File: src/rtl/quantum_timer_bank.sv
// Multi-channel preemption timer: each channel counts to its own quantum and
// latches an interrupt request that is held until acknowledged.
module quantum_timer_bank #(
    parameter int N_CH            = 4,
    parameter int WIDTH           = 8,
    parameter int DEFAULT_QUANTUM = 5,
    parameter int CH_W            = (N_CH > 1) ? $clog2(N_CH) : 1
) (
    input  logic              clock,
    input  logic              reset,
    input  logic              cfg_we,
    input  logic [CH_W-1:0]   cfg_ch,
    input  logic [WIDTH-1:0]  cfg_quantum,
    input  logic [N_CH-1:0]   start,
    input  logic [N_CH-1:0]   stop,
    input  logic              ack,
    output logic              irq,
    output logic [CH_W-1:0]   irq_ch,
    output logic [N_CH-1:0]   pending,
    output logic [N_CH-1:0]   running,
    output logic [N_CH-1:0]   overrun
);

    logic [WIDTH-1:0] count_q   [N_CH];
    logic [WIDTH-1:0] quantum_q [N_CH];
    logic [N_CH-1:0]  running_q;
    logic [N_CH-1:0]  pending_q;
    logic [N_CH-1:0]  overrun_q;

    logic [N_CH-1:0]  cfg_hit;
    logic [N_CH-1:0]  ack_hit;
    logic [N_CH-1:0]  advance;
    logic [N_CH-1:0]  fire;

    assign irq     = |pending_q;
    assign pending = pending_q;
    assign running = running_q;
    assign overrun = overrun_q;

    // Scan from the top down so the lowest pending index is the last one written.
    always_comb begin
        // NOTE: default first so no path leaves irq_ch unassigned (no latch).
        irq_ch = '0;
        for (int i = N_CH - 1; i >= 0; i--) begin
            if (pending_q[i]) irq_ch = CH_W'(i);
        end
    end

    // stop gates the count in the edge it is sampled, so the value seen then is held.
    always_comb begin
        cfg_hit = '0;
        ack_hit = '0;
        advance = '0;
        fire    = '0;
        for (int i = 0; i < N_CH; i++) begin
            cfg_hit[i] = cfg_we && (cfg_ch == CH_W'(i));
            ack_hit[i] = ack && irq && (irq_ch == CH_W'(i));
            advance[i] = running_q[i] && !stop[i] && (quantum_q[i] != '0);
            fire[i]    = advance[i] && (count_q[i] == quantum_q[i]) && !cfg_hit[i];
        end
    end

    always_ff @(posedge clock) begin
        if (reset) begin
            // NOTE: these per-channel arrays are plain flops, not RAM, so resetting them is cheap and required.
            for (int i = 0; i < N_CH; i++) begin
                count_q[i]   <= '0;
                quantum_q[i] <= WIDTH'(DEFAULT_QUANTUM);
            end
            running_q <= '1;
            pending_q <= '0;
            overrun_q <= '0;
        end else begin
            for (int i = 0; i < N_CH; i++) begin
                if (cfg_hit[i]) begin
                    // NOTE: non-blocking throughout so every channel sees pre-edge state.
                    quantum_q[i] <= cfg_quantum;
                    count_q[i]   <= '0;
                end else if (advance[i]) begin
                    count_q[i] <= (count_q[i] == quantum_q[i]) ? '0 : count_q[i] + WIDTH'(1);
                end
            end
            running_q <= (running_q | start) & ~stop;
            pending_q <= (pending_q & ~ack_hit) | fire;
            overrun_q <= overrun_q | (fire & pending_q & ~ack_hit);
        end
    end

endmodule

File: config.mk
export PLATFORM = sky130hd
export DESIGN_NAME = quantum_timer_bank
export DESIGN_NICKNAME = d
export VERILOG_FILES = /design/src/rtl/quantum_timer_bank.sv
export SDC_FILE = /design/constraint.sdc
export NUM_CORES = 1
export LEC_CHECK = 0
export ABC_CLOCK_PERIOD_IN_PS = 1900
export CAP_MARGIN = 20
export CORE_ASPECT_RATIO = 0.7
export CORE_MARGIN = 2
export CORE_UTILIZATION = 57
export CTS_CLUSTER_SIZE = 8
export DETAILED_ROUTE_END_ITERATION = 8
export PLACE_DENSITY_LB_ADDON = 0.25
export SLEW_MARGIN = 20
export SYNTH_ARGS = -nofsm -noshare
export SYNTH_HDL_FRONTEND = slang
export SYNTH_SLANG_ARGS = --single-unit
File: constraint.sdc
create_clock -name clock -period 1.9 [get_ports clock]
set_input_delay 0.285 -clock clock [delete_from_list [all_inputs] [get_ports clock]]
set_output_delay 0.285 -clock clock [all_outputs]
set_load 0.05 [all_outputs]
Word-level counts from Yosys, hierarchy flattened
Memory sizes are Yosys's and may differ from the RTL's.
Cells that the tools add are included.
{ "totals": {"mem_bits_rw": 64, "romBits": 0, "inputBits": 22, "memories": 2, "reg_bits": 12, "wordCells": 130, "output_inout_bits": 15, "latchBits": 0} }
{ "mem_list": {"columns": ["memory", "depth", "width", "rd", "rd_clocked_by_memory_dff", "wr", "line", "source"], "rows": [
  ["count_q", 4, 8, 4, 0, 4, "24", "logic [WIDTH-1:0] count_q [N_CH];"],
  ["quantum_q", 4, 8, 4, 0, 4, "25", "logic [WIDTH-1:0] quantum_q [N_CH];"]
]} }
{ "classes": {"div": 0, "shifts": 0, "n_addsub": 4, "muxes": 50, "eq_ne": 10, "bitwise": 21, "reduce_logical": 40, "n_mul": 0, "order_cmp": 0} }
{ "ops": {"columns": ["operator", "n"], "rows": [
  ["$mux W8", 16],
  ["$add A8 B1 Y8 const B", 4],
  ["$eq A8 B8 Y1", 4],
  ["$reduce_bool A8 Y1", 4],
  ["$mux W1", 30],
  ["$logic_and A1 B1 Y1", 25],
  ["$and A4 B4 Y4", 4],
  ["$or A1 B1 Y1", 12],
  ["$or A4 B4 Y4", 3],
  ["$eq A2 B2 Y1 const B", 4],
  ["$logic_not A1 Y1", 8],
  ["$mux W2", 4],
  ["$not A4 Y4", 2],
  ["$eq A2 B1 Y1 const B", 2],
  ["$logic_not A2 Y1", 2],
  ["$reduce_or A4 Y1", 1]
]} }

Logic depth before layout (Yosys ltp)
Gate-level depths: netlist of the first run.
{ "logic_depth": {"depth_word": 9, "ltp_mapped": 5, "ltp_nobuf": 5} }

Worst setup path before layout of the first run
OpenSTA, ideal clock, no wires.
{ "synth_timing": {"path_kind": "flip-flop to output port", "startpoint": "reg pending_q[2] (netlist: pending[2])", "endpoint": "out irq_ch[1]", "n_path_buf": 0, "t_arrival_ns": 1.845, "stages_incl_launch_ff": 3, "setup_slack_ns": -0.230, "cell_sequence": "dfxtp_1 nor2_1 nor3_1"} }
{ "synth_between": {"elab_chain_cells": 3} }
{ "synth_rtl": {"columns": ["element", "line", "source"], "rows": [
  ["start: declaration", "27", "logic [N_CH-1:0] pending_q;"],
  ["start signal: assignment", "84", "pending_q <= (pending_q & ~ack_hit) | fire;"],
  ["$mux W2 (3 in series)", "45", "if (pending_q[i]) irq_ch = CH_W'(i);"],
  ["end: declaration", "18", "output logic [CH_W-1:0] irq_ch,"]
]} }
Every way passes these cells.

Final worst setup path of the first run
{ "layout_timing": {"startpoint": "reg running_q[0] (netlist: running[0])", "endpoint": "out running[0]"} }
{ "layout_rtl": {"columns": ["element", "line", "source"], "rows": [
  ["start: declaration", "26", "logic [N_CH-1:0] running_q;"],
  ["start signal: assignment", "83", "running_q <= (running_q | start) & ~stop;"],
  ["end: declaration", "20", "output logic [N_CH-1:0] running,"]
]} }
No word-level cell between the ends.

==> results of run 1 <==
==> kinds of logic after synthesis <==
| group | share of synthesized area, % |
|---|---|
| AND/OR/NAND/NOR | 20.36 |
| adder cells (fa/ha/maj) | 1.344 |
| XOR/XNOR | 13.17 |
| flip-flops | 58.06 |
| AO/OA/AOI/OAI | 5.410 |
| buffers and inverters | 1.646 |
==> state kept, by name, summed over array words and instances, names as in the netlist <==
name,cells
overrun,4
running,4
pending,4
quantum_q,32
count_q,32
==> cell usage after synthesis (2+ instances only) <==
master / number / area (sq um)
and3_1: 20 / 125.1
nand4_1: 2 / 12.51
nor3_1: 3 / 15.01
clkbuf_1: 3 / 11.26
nand2b_1: 7 / 43.79
a211o_1: 3 / 26.28
or3_1: 5 / 31.28
edfxtp_1: 64 / 1922
and2_1: 12 / 75.07
ha_1: 4 / 50.05
nand3_1: 18 / 90.09
nor4_1: 15 / 93.84
a2111oi_2: 2 / 30.03
xor2_1: 40 / 350.3
o32ai_1: 2 / 17.52
xnor2_1: 16 / 140.1
o21ai_0: 5 / 25.02
inv_1: 12 / 45.04
dfxtp_1: 12 / 240.2
a21o_1: 2 / 15.01
nor2_1: 45 / 168.9
nand2_1: 16 / 60.06
o22ai_1: 2 / 12.51
==> metrics by stage <==
stage	setup slack (ps)	power, mW	TNS (ps)	instance area [sq um]	hold slack, ps
after floorplan	173.4	2.306	0	3729	396.4
after global placement	-11.20	2.479	-29.93	4310	446.3
after detailed placement	-32.44	2.497	-211.4	4310	452.7
after CTS	26.14	3.881	0	4544	463.9
after global routing	21.60	4.006	0	4559	494.5
final	85.32	3.873	0	4559	465.4
==> per-layer routing <==
layer	part of all wire [%]	wire, um	vias to the layer above
li1	-	-	1283
met1	44	3393	1289
met2	45	3445	114
met3	9.5	725	11
met4	1.3	101	0
met5	0	0	-
==> power by group through the flow <==
stage | sequential (mW) | combinational (mW) | clock (mW)
6_report | 2.05 | 0.423 | 1.40
5_1_grt | 2.06 | 0.466 | 1.48
4_1_cts | 2.04 | 0.418 | 1.42
3_5_place_dp | 2.08 | 0.414 | 0
3_3_place_gp | 2.08 | 0.402 | 0
2_1_floorplan | 2.07 | 0.233 | 0
==> repair_timing <==
item                       CTS  global route
pin swaps                    0             0
resized for setup            1             3
buffers inserted             0             0
setup endpoints to repair    1            11
==> final cells by class <==
class | count | area, sq um | share of cell area [%]
clock inverters | 5 | 83.83 | 1.839
inverters | 12 | 45.04 | 0.9879
multi-input cells | 233 | 1518 | 33.29
flip-flops and latches | 76 | 2162 | 47.42
well taps | 78 | 97.59 | 2.141
repair buffers | 53 | 501.7 | 11.00
clock buffers | 11 | 151.4 | 3.321
==> how the worst max path moves through the flow <==
| stage | slack (ps) | to | cells after the start | start |
|---|---|---|---|---|
| after floorplan | 170 | irq_ch[0] | 2 | pending[3] |
| after global placement | -10 | count_q[1][7] | 5 | cfg_ch[1] |
| after detailed placement | -30 | count_q[1][2] | 5 | cfg_ch[1] |
| after CTS | 30 | pending[3] | 1 | pending[3] |
| after global routing | 20 | count_q[3][7] | 4 | count_q[3][2] |
| final | 90 | running[0] | 1 | running[0] |
==> results.yml, run 1 <==
critical_path:
  reg2reg_depth: 3
  worstPathCellList: "clkdlybuf4s50_1"
  path_class: "reg2out"
  cp_slowest_cell: "clkdlybuf4s50_1"
  slowest_delay_ps: 820
  critical_path_buf_inv_count: 1
  cp-end-kind: "output port"
  crit_required_ps: 1620
  r2r-end: "count_q[1][4]"
  rr_startpoint: "quantum_q[1][4]"
  cp_max_fo: 3
  crit_family: "buffers and inverters"
  reg2reg_slack_ps: 110
  cp-start-kind: "flop"
  cp_data_arrival_time_ps: 1530
sta:
  fin_crit_ps: 1815
  tightest_slew_ps: 519.5
  setup_violations: 0
  rsz0062_at_grt: "no"
  finClkSkew_ps: 6.443
  relSlewSlack_pct: 65.05
  final-hold-violation-count: 0
  min_period_over_period_pct: 95.51
  max_freq_mhz: 551.1
  slew_viol_final: 0
final_layout:
  postLayoutCoreUtil_pct: 72.65
  antenna_cells: 0
  final_common_cell: "edfxtp_1"
  layout_common_cells: "edfxtp_1, nor2_1, xor2_1"
  syn2layout_area_growth_pct: 22.45
  drive_above_1_share_pct: 12.05
  fillers: 426
  instances_no_fill: 468
  num-nets-final: 411
synthesis:
  ys_types: 38
  ys_ff_latch: 76
  syn_inst: 325
  avgSynthCellArea_sq_um: 11.46
  synthArstFlopShare_pct: 0
  ys.warnings.count: 0
  synthFlopType: "edfxtp_1"
  syn_area_sq_um: 3724
  synth_edf_count: 64
  seq_area_frac_synth_pct: 58.06
  syn-num-nets: 351
cts:
  holdBufCountCts: 0
  htreeDepth: 3
  cts.sinks: 76
  path_clk_slew_ps: 80
  cts_tree: "done"
  clk_latency_ps: 350
  cts_buffer_depth: 2
  cts_root_buf: "clkbuf_8"
  numCtsBuffers: 9
flow_run:
  maxCapViolCount: 0
detailed_routing:
  drt-initial-drc-count: 240
  ant_nets: 0
  wl_mm: 7.667
  vias: 2697
  firstDrtPassIters: 5
  drc: 0
  vias_per_cell: 5.763
  wl_per_cell_um: 16.38
floorplanning:
  fp.dieW_um: 100.6
  fp-row-count: 24
  initial_core_util_pct: 59.33
  die_area_sq_um: 7205
  io_pins: 37
  core_region_area_sq_um: 6276
  die_y_um: 71.62
place:
  place_congestion: 0.8119
  place_inst: 452
  port_buffers: 36
  hpwl_mm: 5.736
pwr:
  seq_power_share_pct: 52.8
  net-switching-power_mw: 0.9265
  clkPwrFrac_pct: 36.2
  power_density_nw_per_um2: 849.5
  p_int_mw: 2.947
  p_leak_nw: 1.793
  netSwitchingFraction_pct: 23.92
  vdd_drop_max_mv: 0.4461
  pwr-share-comb_pct: 10.9
grt:
  grt_pass1_wl_mm: 12.60
  grt_pass1_vias: 2650
  grt_util_met2_pct: 35.70
  grt_use_met3_pct: 7.024
  grt_start_max_net_pins: 14
  grt-ovfl-total: 0
  antenna_found_initial: 0
  use_met1_pct: 32.26
  track_usage_pct: 23.48
  grt-busiest-layer: "met2"
outcome:
  status: "completed"
worst_hold_path:
  whs_path_depth: 2
  hold_path.startpoint: "overrun[0]"
  holdCritPathClass: "reg2reg"
  min_to: "overrun[0]"
Note: power is estimated with default switching activity, not from simulation.
==> run 2, diff against run 1 <==
--- a/config.mk
+++ b/config.mk
@@ -8,7 +8,6 @@
 export ABC_CLOCK_PERIOD_IN_PS = 1900
 export CAP_MARGIN = 20
 export CORE_ASPECT_RATIO = 0.7
-export CORE_MARGIN = 2
 export CORE_UTILIZATION = 57
 export CTS_CLUSTER_SIZE = 8
 export DETAILED_ROUTE_END_ITERATION = 8
==> run 2 against run 1 <==
  * Design area shrank 1.0%
  * Cell count shrank 0.21%
  * Sequential power is essentially flat
  * Sequential share of layout area grew 0.50 points
  * Register-to-register slack lost 20 ps
  * Maximum frequency shrank 1.9%
  * Sequential cell count is the same
  * Setup slack lost 35 ps
  * First-iteration DRC count shrank 20%
  * Hold slack is essentially flat
  * Die area shrank 4.7%
  * Largest power group unchanged
==> results.yml, run 2 (synthesized netlist as in run 1, its figures left out) <==
sta:
  final-hold-violation-count: 0
  slew_viol_final: 0
  fin_crit_ps: 1849
  whs_ps: 465.4
  min_period_over_period_pct: 97.34
  setup_violations: 0
  rsz0062_at_grt: "no"
  tightest_slew_ps: 609.0
  max_freq_mhz: 540.7
  finClkSkew_ps: 8.935
  relSlewSlack_pct: 59.02
floorplanning:
  fp-row-count: 24
  fp.dieW_um: 98.61
  die_y_um: 69.62
  initial_core_util_pct: 59.33
  core_region_area_sq_um: 6276
  die_area_sq_um: 6865
  io_pins: 37
detailed_routing:
  wl_mm: 8.084
  drc: 0
  ant_nets: 0
  drt-initial-drc-count: 192
  firstDrtPassIters: 5
  wl_per_cell_um: 17.31
  vias_per_cell: 5.887
  vias: 2749
cts:
  cts.sinks: 76
  numCtsBuffers: 9
  cts_buffer_depth: 2
  htreeDepth: 3
  path_clk_slew_ps: 80
  clk_latency_ps: 360
  cts_tree: "done"
  cts_root_buf: "clkbuf_8"
  holdBufCountCts: 0
critical_path:
  worstPathCellList: "clkdlybuf4s50_1"
  crit_family: "buffers and inverters"
  cp_max_fo: 4
  cp-end-kind: "output port"
  r2r-end: "count_q[0][6]"
  path_class: "reg2out"
  slowest_delay_ps: 820
  cp-start-kind: "flop"
  rr_startpoint: "quantum_q[0][0]"
  cp_slowest_cell: "clkdlybuf4s50_1"
  crit_required_ps: 1620
  critical_path_buf_inv_count: 1
  reg2reg_depth: 4
  reg2reg_slack_ps: 90
  cp_data_arrival_time_ps: 1560
pwr:
  seq_power_share_pct: 54.1
  p_int_mw: 2.867
  pwr-share-comb_pct: 11.1
  vdd_drop_max_mv: 0.5765
  p_leak_nw: 1.765
  clkPwrFrac_pct: 34.8
  net-switching-power_mw: 0.9252
  power_density_nw_per_um2: 840.5
  netSwitchingFraction_pct: 24.40
place:
  place_area_sq_um: 4305
  hpwl_mm: 5.761
  port_buffers: 36
  place_congestion: 0.7735
  place_inst: 451
worst_hold_path:
  holdCritPathClass: "reg2reg"
  min_to: "overrun[1]"
  whs_path_depth: 1
  hold_path.startpoint: "overrun[1]"
final_layout:
  final_common_cell: "edfxtp_1"
  num-nets-final: 410
  layout_common_cells: "edfxtp_1, nor2_1, xor2_1"
  reg_top3: "count_q (32), quantum_q (32)"
  antenna_cells: 0
  instances_no_fill: 467
  fillers: 433
  syn2layout_area_growth_pct: 21.17
  drive_above_1_share_pct: 10.28
  fin_area_sq_um: 4512
outcome:
  status: "completed"
grt:
  track_usage_pct: 25.56
  grt_pass1_vias: 2691
  grt_start_max_net_pins: 14
  grt-ovfl-total: 0
  antenna_found_initial: 0
  grt_pass1_wl_mm: 13.07
flow_run:
  maxCapViolCount: 0
[run 2: worst max-delay path by stage]
stage | start | endpoint | slack [ps] | cells after the start
after floorplan | pending[3] | irq_ch[0] | 170 | 2
after global placement | cfg_ch[1] | count_q[0][2] | -50 | 6
after detailed placement | cfg_ch[1] | count_q[0][6] | -110 | 6
after CTS | pending[3] | pending[3] | 50 | 1
after global routing | pending[3] | pending[3] | 20 | 1
final | pending[3] | pending[3] | 50 | 1
[run 2: what timing repair did]
item,4_1_cts,5_1_grt
buffers inserted,0,0
gates resized for setup,2,0
setup endpoints to repair,2,0
[run 2: area by class of cell]
class	count	area [sq um]	share of cell area (%)
repair buffers	52	493.0	10.93
multi-input cells	233	1505	33.36
flip-flops and latches	76	2162	47.92
well taps	78	97.59	2.163
clock buffers	11	131.4	2.912
inverters	12	45.04	0.9983
clock inverters	5	77.57	1.719
[run 2: metal layers]
metal | track usage [%] | vias to the layer above | wire (um)
met2 | 39.59 | 119 | 3715
met4 | 8.292 | 0 | 135
met1 | 34.01 | 1325 | 3514
met3 | 8.770 | 15 | 719
li1 | - | 1290 | -
met5 | 0 | - | 0
[run 2: power by group through the flow]
stage	Sequential, mW	Combinational (mW)	Clock [mW]
after detailed placement	2.08	0.413	0
final	2.05	0.422	1.32
after CTS	2.05	0.422	1.33
after floorplan	2.07	0.233	0
after global placement	2.08	0.398	0
after global routing	2.06	0.461	1.40
[run 2: per-stage QoR]
step	utilization [%]	setup WS (ps)	TNS (ps)	total power, mW
6_report	71.89	50.54	0	3.792
5_1_grt	71.89	21.23	0	3.924
4_1_cts	71.89	53.01	0	3.800
3_5_place_dp	68.60	-108.6	-1663	2.496
3_3_place_gp	68.60	-46.43	-401.2	2.476
2_1_floorplan	-	173.4	0	2.306
